<file path="config.mk">
export PLATFORM = sky130hd
export DESIGN_NAME = mod_147_5
export DESIGN_NICKNAME = d
export VERILOG_FILES = /design/src/rtl/mod_147_5_pkg.sv /design/src/rtl/mod_147_5.sv
export SDC_FILE = /design/constraint.sdc
export NUM_CORES = 1
export LEC_CHECK = 0
export BUFFER_PORTS_ARGS = -buffer_cell sky130_fd_sc_hd__buf_2
export CAP_MARGIN = 20
export CORE_UTILIZATION = 40
export DETAILED_ROUTE_END_ITERATION = 10
export GPL_TIMING_DRIVEN = 1
export HOLD_SLACK_MARGIN = 0.06
export PLACE_DENSITY = 0.63
export SLEW_MARGIN = 5
export SYNTH_ARGS = -nofsm -noshare
export SYNTH_HDL_FRONTEND = slang
export SYNTH_SLANG_ARGS = --single-unit
</file>
<file path="constraint.sdc">
create_clock -name clk -period 2.52 [get_ports clk]
set_input_delay 0 -clock clk [delete_from_list [all_inputs] [get_ports clk]]
set_output_delay 0 -clock clk [all_outputs]
set_load 0.005 [all_outputs]
</file>
<file path="src/rtl/mod_147_5_pkg.sv">
// Shared 10BASE-T1S PCS definitions: 5B symbol codes, PLCA/RS command
// encodings, link control values and the 4B5B data encoder.
package mod_147_5_pkg;

    localparam logic [4:0] SYM_SILENCE = 5'b11111;
    localparam logic [4:0] SYM_SYNC    = 5'b11000;
    localparam logic [4:0] SYM_SSD     = 5'b10001;
    localparam logic [4:0] SYM_ESD     = 5'b01101;
    localparam logic [4:0] SYM_ESDOK   = 5'b00111;
    localparam logic [4:0] SYM_ESDERR  = 5'b11001;
    localparam logic [4:0] SYM_ESDBRS  = 5'b00110;
    localparam logic [4:0] SYM_HB      = 5'b00101;
    localparam logic [4:0] SYM_BEACON  = 5'b01000;
    localparam logic [4:0] SYM_HALT    = 5'b00100;

    typedef enum logic [1:0] {
        CMD_NONE      = 2'd0,
        CMD_COMMIT    = 2'd1,
        CMD_BEACON    = 2'd2,
        CMD_HEARTBEAT = 2'd3
    } tx_cmd_t;

    localparam logic LINK_DISABLE = 1'b0;
    localparam logic LINK_ENABLE  = 1'b1;

    // 4B5B data code; the inverse of the receive-side DECODE.
    function automatic logic [4:0] encode(input logic [3:0] nibble);
        logic [4:0] code;
        case (nibble)
            4'h0: code = 5'b11110;
            4'h1: code = 5'b01001;
            4'h2: code = 5'b10100;
            4'h3: code = 5'b10101;
            4'h4: code = 5'b01010;
            4'h5: code = 5'b01011;
            4'h6: code = 5'b01110;
            4'h7: code = 5'b01111;
            4'h8: code = 5'b10010;
            4'h9: code = 5'b10011;
            4'hA: code = 5'b10110;
            4'hB: code = 5'b10111;
            4'hC: code = 5'b11010;
            4'hD: code = 5'b11011;
            4'hE: code = 5'b11100;
            default: code = 5'b11101;
        endcase
        return code;
    endfunction

endpackage

</file>
<file path="src/rtl/mod_147_5.sv">
// 10BASE-T1S PCS transmit state machine: turns MII nibbles and PLCA/RS
// commands into one 5B symbol per STD strobe.
module mod_147_5
    import mod_147_5_pkg::*;
(
    input  logic       clk,
    input  logic       reset_n,
    input  logic       STD,
    input  logic       pcs_reset,
    input  logic       link_control,
    input  logic       TX_EN,
    input  logic       TX_ER,
    input  logic [3:0] TXD,
    input  logic [1:0] tx_cmd,
    output logic [4:0] TXn,
    output logic       transmitting,
    output logic       tx_err,
    output logic [3:0] mod_147_5_state
);

    typedef enum logic [3:0] {
        SILENT     = 4'd0,
        COMMIT_ST  = 4'd1,
        SYNC1      = 4'd2,
        SYNC2      = 4'd3,
        SSD1       = 4'd4,
        SSD2       = 4'd5,
        DATA       = 4'd6,
        HALT_ST    = 4'd7,
        ESD_ST     = 4'd8,
        ESD_STATUS = 4'd9,
        HEARTBEAT  = 4'd10,
        BEACON_ST  = 4'd11
    } state_t;

    state_t     state;
    state_t     state_nxt;
    logic [4:0] sym_nxt;
    logic       err_nxt;
    logic       min_cnt;
    logic       min_nxt;

    always_comb begin
        // NOTE: every output of this block gets a default first so no path can infer a latch.
        state_nxt = state;
        sym_nxt   = TXn;
        err_nxt   = tx_err;
        min_nxt   = min_cnt;
        case (state)
            SILENT: begin
                sym_nxt = SYM_SILENCE;
                if (TX_EN) begin
                    state_nxt = SYNC1;
                    sym_nxt   = SYM_SYNC;
                    err_nxt   = 1'b0;
                end else if (tx_cmd == CMD_COMMIT) begin
                    state_nxt = COMMIT_ST;
                    sym_nxt   = SYM_SYNC;
                end else if (tx_cmd == CMD_BEACON) begin
                    state_nxt = BEACON_ST;
                    sym_nxt   = SYM_BEACON;
                    min_nxt   = 1'b1;
                end else if (tx_cmd == CMD_HEARTBEAT) begin
                    state_nxt = HEARTBEAT;
                    sym_nxt   = SYM_HB;
                    min_nxt   = 1'b1;
                end
            end
            COMMIT_ST: begin
                if (TX_EN) begin
                    state_nxt = SYNC1;
                    sym_nxt   = SYM_SYNC;
                    err_nxt   = 1'b0;
                end else if (tx_cmd != CMD_COMMIT) begin
                    state_nxt = SILENT;
                    sym_nxt   = SYM_SILENCE;
                end else begin
                    sym_nxt = SYM_SYNC;
                end
            end
            SYNC1, SYNC2, SSD1: begin
                if (!TX_EN) begin
                    // Runt frame: ended before any data nibble was encoded.
                    state_nxt = ESD_ST;
                    sym_nxt   = SYM_ESD;
                    err_nxt   = 1'b1;
                end else begin
                    err_nxt = tx_err | TX_ER;
                    case (state)
                        SYNC1: begin
                            state_nxt = SYNC2;
                            sym_nxt   = SYM_SYNC;
                        end
                        SYNC2: begin
                            state_nxt = SSD1;
                            sym_nxt   = SYM_SSD;
                        end
                        default: begin
                            state_nxt = SSD2;
                            sym_nxt   = SYM_SSD;
                        end
                    endcase
                end
            end
            SSD2, DATA, HALT_ST: begin
                if (!TX_EN) begin
                    state_nxt = ESD_ST;
                    sym_nxt   = SYM_ESD;
                    err_nxt   = tx_err | (state == SSD2);
                end else if (TX_ER) begin
                    state_nxt = HALT_ST;
                    sym_nxt   = SYM_HALT;
                    err_nxt   = 1'b1;
                end else begin
                    state_nxt = DATA;
                    sym_nxt   = encode(TXD);
                end
            end
            ESD_ST: begin
                state_nxt = ESD_STATUS;
                sym_nxt   = tx_err ? SYM_ESDERR : SYM_ESDOK;
            end
            HEARTBEAT, BEACON_ST: begin
                if (min_cnt) begin
                    // Second mandatory symbol; TX_EN and tx_cmd are not looked at yet.
                    min_nxt = 1'b0;
                end else if (TX_EN) begin
                    state_nxt = SYNC1;
                    sym_nxt   = SYM_SYNC;
                    err_nxt   = 1'b0;
                end else if ((state == HEARTBEAT && tx_cmd != CMD_HEARTBEAT) ||
                             (state == BEACON_ST && tx_cmd != CMD_BEACON)) begin
                    state_nxt = SILENT;
                    sym_nxt   = SYM_SILENCE;
                end
            end
            default: begin
                state_nxt = SILENT;
                sym_nxt   = SYM_SILENCE;
            end
        endcase
    end

    // pcs_reset and DISABLE act on every clk, not only on STD.
    always_ff @(posedge clk or negedge reset_n) begin
        // NOTE: sequential state uses non-blocking assignments so every register samples pre-edge values.
        if (!reset_n) begin
            state        <= SILENT;
            TXn          <= SYM_SILENCE;
            transmitting <= 1'b0;
            tx_err       <= 1'b0;
            min_cnt      <= 1'b0;
        end else if (pcs_reset || link_control == LINK_DISABLE) begin
            state        <= SILENT;
            TXn          <= SYM_SILENCE;
            transmitting <= 1'b0;
            tx_err       <= 1'b0;
            min_cnt      <= 1'b0;
        end else if (STD) begin
            state        <= state_nxt;
            TXn          <= sym_nxt;
            transmitting <= (sym_nxt != SYM_SILENCE);
            tx_err       <= err_nxt;
            min_cnt      <= min_nxt;
        end
    end

    assign mod_147_5_state = state;

endmodule

</file>
==> out/metrics.cfg <==
[power_and_ir_drop]
power_frac_clock_pct = 26.3
ir_drop_mv = 0.233
combPwrFrac_pct = 34.5
internal_power_w = 0.000379
switching_share_pct = 34.4
p_per_area_nw_per_um2 = 386
seqPwrFrac_pct = 39.2
p_total_w = 0.000578
leakagePower_nw = 0.635
switchingPower_w = 0.000199

[worst_setup_path]
start_kind = flop
arrival_ns = 2.23
path_max_fanout = 18
endpoint_kind = flop
required_ns = 2.70
path_class = reg -> reg

[synthesis]
async_flop_share_pct = 100
synthCells = 159
yosysSeqAreaShare_pct = 22.7
synth_nets = 177
synth.avg_cell_area_um2 = 8.49
synth_edf_count = 0
ys.flop_type = dfrtp_1
synth_area_um2 = 1350
ys_seq_elements = 12
yosysUniqueCellTypes = 59
synth-warning-count = 0

[drt]
wl_met3_um = 226
highest_layer = met4
wl_met1_mm = 1.75
wl_met2_mm = 1.71
drtAntennaViolNets = 0
wire_per_inst_um = 16.5
drtIter0Drc = 96
viasPerCell = 5.99
dr.pass1.iters = 4
drc = 0
routed_wl_mm = 3.70
num_vias = 1342

[placement]
io_buffer_count = 23
place.gp.congestion = 0.900
dpl.hpwl_mm = 2.79
place_inst = 218

[timing]
fin_crit_ns = 2.05
finalCritPeriodShare_pct = 81.2
finalSetupViolCount = 0
clock_skew_ns = 0.000455
worstMarginPinSlew_ns = 0.618
hold_violations = 0
finalMaxSlewViolations = 0
fmax_mhz = 488
grt_setup_unrepaired = no
maxSlewHeadroom_pct = 58.8
final.setup.tns_ns = 0
whs_ns = 0.125

[cells_and_area]
nets = 199
diodes = 0
drive_gt1_share_pct = 26.7
final_common_cell = buf_2
instances_no_fill = 224
utilization_pct = 47.8
synthToLayoutAreaGrowth_pct = 10.8
mostFrequentLayoutCells = 23 x buf_2, 12 x a21oi_1, 11 x o21ai_0

[cts]
cts_buffers = 3
cts_htree_levels = 1
clk_latency_ns = 0.27
cts_resized = 0
cts_buffer_depth = 2
cts_tree = yes
clkTransAtPathRegs_ns = 0.07
cts-root-buf = clkbuf_4
cts.sinks = 12

[run]
maxCapViolations = 0

[die]
start_util_pct = 43.2
dieWidth_um = 60.1
die_area_um2 = 3610
io_pins = 24
core_um2 = 3130
die_h_um = 60.1
fp-row-count = 20

[grt]
grt_usage_pct = 21.6
antenna_found_initial = 0
gr-total-overflow = 0
grt_pass1_wl_mm = 5.80
grt_max_degree = 23
grt_pass1_vias = 1190

[worst_hold_path]
worstHoldPathType = in -> async

[run_status]
status = completed

==> sequential cells by signal, summed over array words and instances (netlist names) <==
| signal | cells |
|---|---|
| TXn | 5 |
| mod_147_5_state | 4 |
| min_cnt | 1 |
| transmitting | 1 |
| tx_err | 1 |
==> path summary, 6_finish.rpt <==
check / start / endpoint / slack, ns / cells after the start
max in group asynchronous: reset_n / TXn[3] / 2.12 / 2
min reg2reg: transmitting / transmitting / 0.60 / 2
max: mod_147_5_state[1] / tx_err / 0.47 / 6
min in group clk: pcs_reset / mod_147_5_state[2] / 0.15 / 3
min: reset_n / min_cnt / 0.12 / 2
max reg2reg: mod_147_5_state[1] / tx_err / 0.47 / 6
==> timing repair <==
item	CTS	global route
endpoints found under the hold margin	15	0
buffers inserted	0	0
hold buffers	2	0
==> stage by stage <==
stage / setup WS (ns) / instance area, um^2
after floorplan: 0.856 / 1350
after global placement: 0.600 / 1440
after detailed placement: 0.543 / 1440
after CTS: 0.513 / 1500
after global routing: 0.335 / 1500
final: 0.473 / 1500
==> critical path, cell delays in order, from the launching register on <==
cell       delay (ns)
dfrtp_1          0.60
buf_4            0.28
o21bai_1         0.15
o21ai_0          0.15
a2111oi_2        0.44
a21oi_1          0.11
nor3b_1          0.22
==> routing by layer <==
metal  GRT usage [%]  vias up
li1                -      653
met2            33.2       55
met5               0        -
met1            32.2      632
met4            2.99        0
met3            3.25        2
==> area by class of cell <==
type                    instances  area, um^2
clock buffers                   4        36.3
multi-input cells             124         892
inverters                      11        41.3
flip-flops and latches         12         307
well taps                      44        55.1
fillers                       313        1630
repair buffers                 29         165
==> power by group through the flow <==
stage,Combinational (W),Clock (W),Sequential [W]
2_1_floorplan,0.000149,0,0.000217
3_3_place_gp,0.000193,0,0.000228
3_5_place_dp,0.000195,0,0.000229
4_1_cts,0.000198,0.000158,0.000226
5_1_grt,0.000216,0.000168,0.000229
6_report,0.000199,0.000152,0.000227
==> synth_stat cells, drive strengths merged, types with 3 or more instances <==
master / number / share of area, %
a211oi: 3 / 2.0
nor4: 3 / 1.4
nand2b: 4 / 1.9
or4: 4 / 2.2
ha: 5 / 4.6
buf: 9 / 5.5
nand2: 4 / 1.1
a21oi: 12 / 4.4
nor2b: 5 / 2.3
a211o: 5 / 3.2
a2bb2oi: 3 / 1.9
inv: 11 / 3.1
a21o: 4 / 2.2
o21ai: 14 / 5.2
nor2: 8 / 2.2
dfstp: 5 / 9.7
o211ai: 3 / 1.7
a31oi: 5 / 2.3
dfrtp: 7 / 13
o21bai: 3 / 1.7
==> kinds of logic (layout without fill, tap and decap cells) <==
logic type	count (synthesis)	in the layout	share of synthesized area (%)
multiplexers	3	3	2.59
AND/OR/NAND/NOR	45	45	21.0
flip-flops	12	12	22.7
buffers and inverters	23	44	11.2
AO/OA/AOI/OAI	71	71	37.8
adder cells (fa/ha/maj)	5	5	4.63
(Power assumes the default switching activity.)
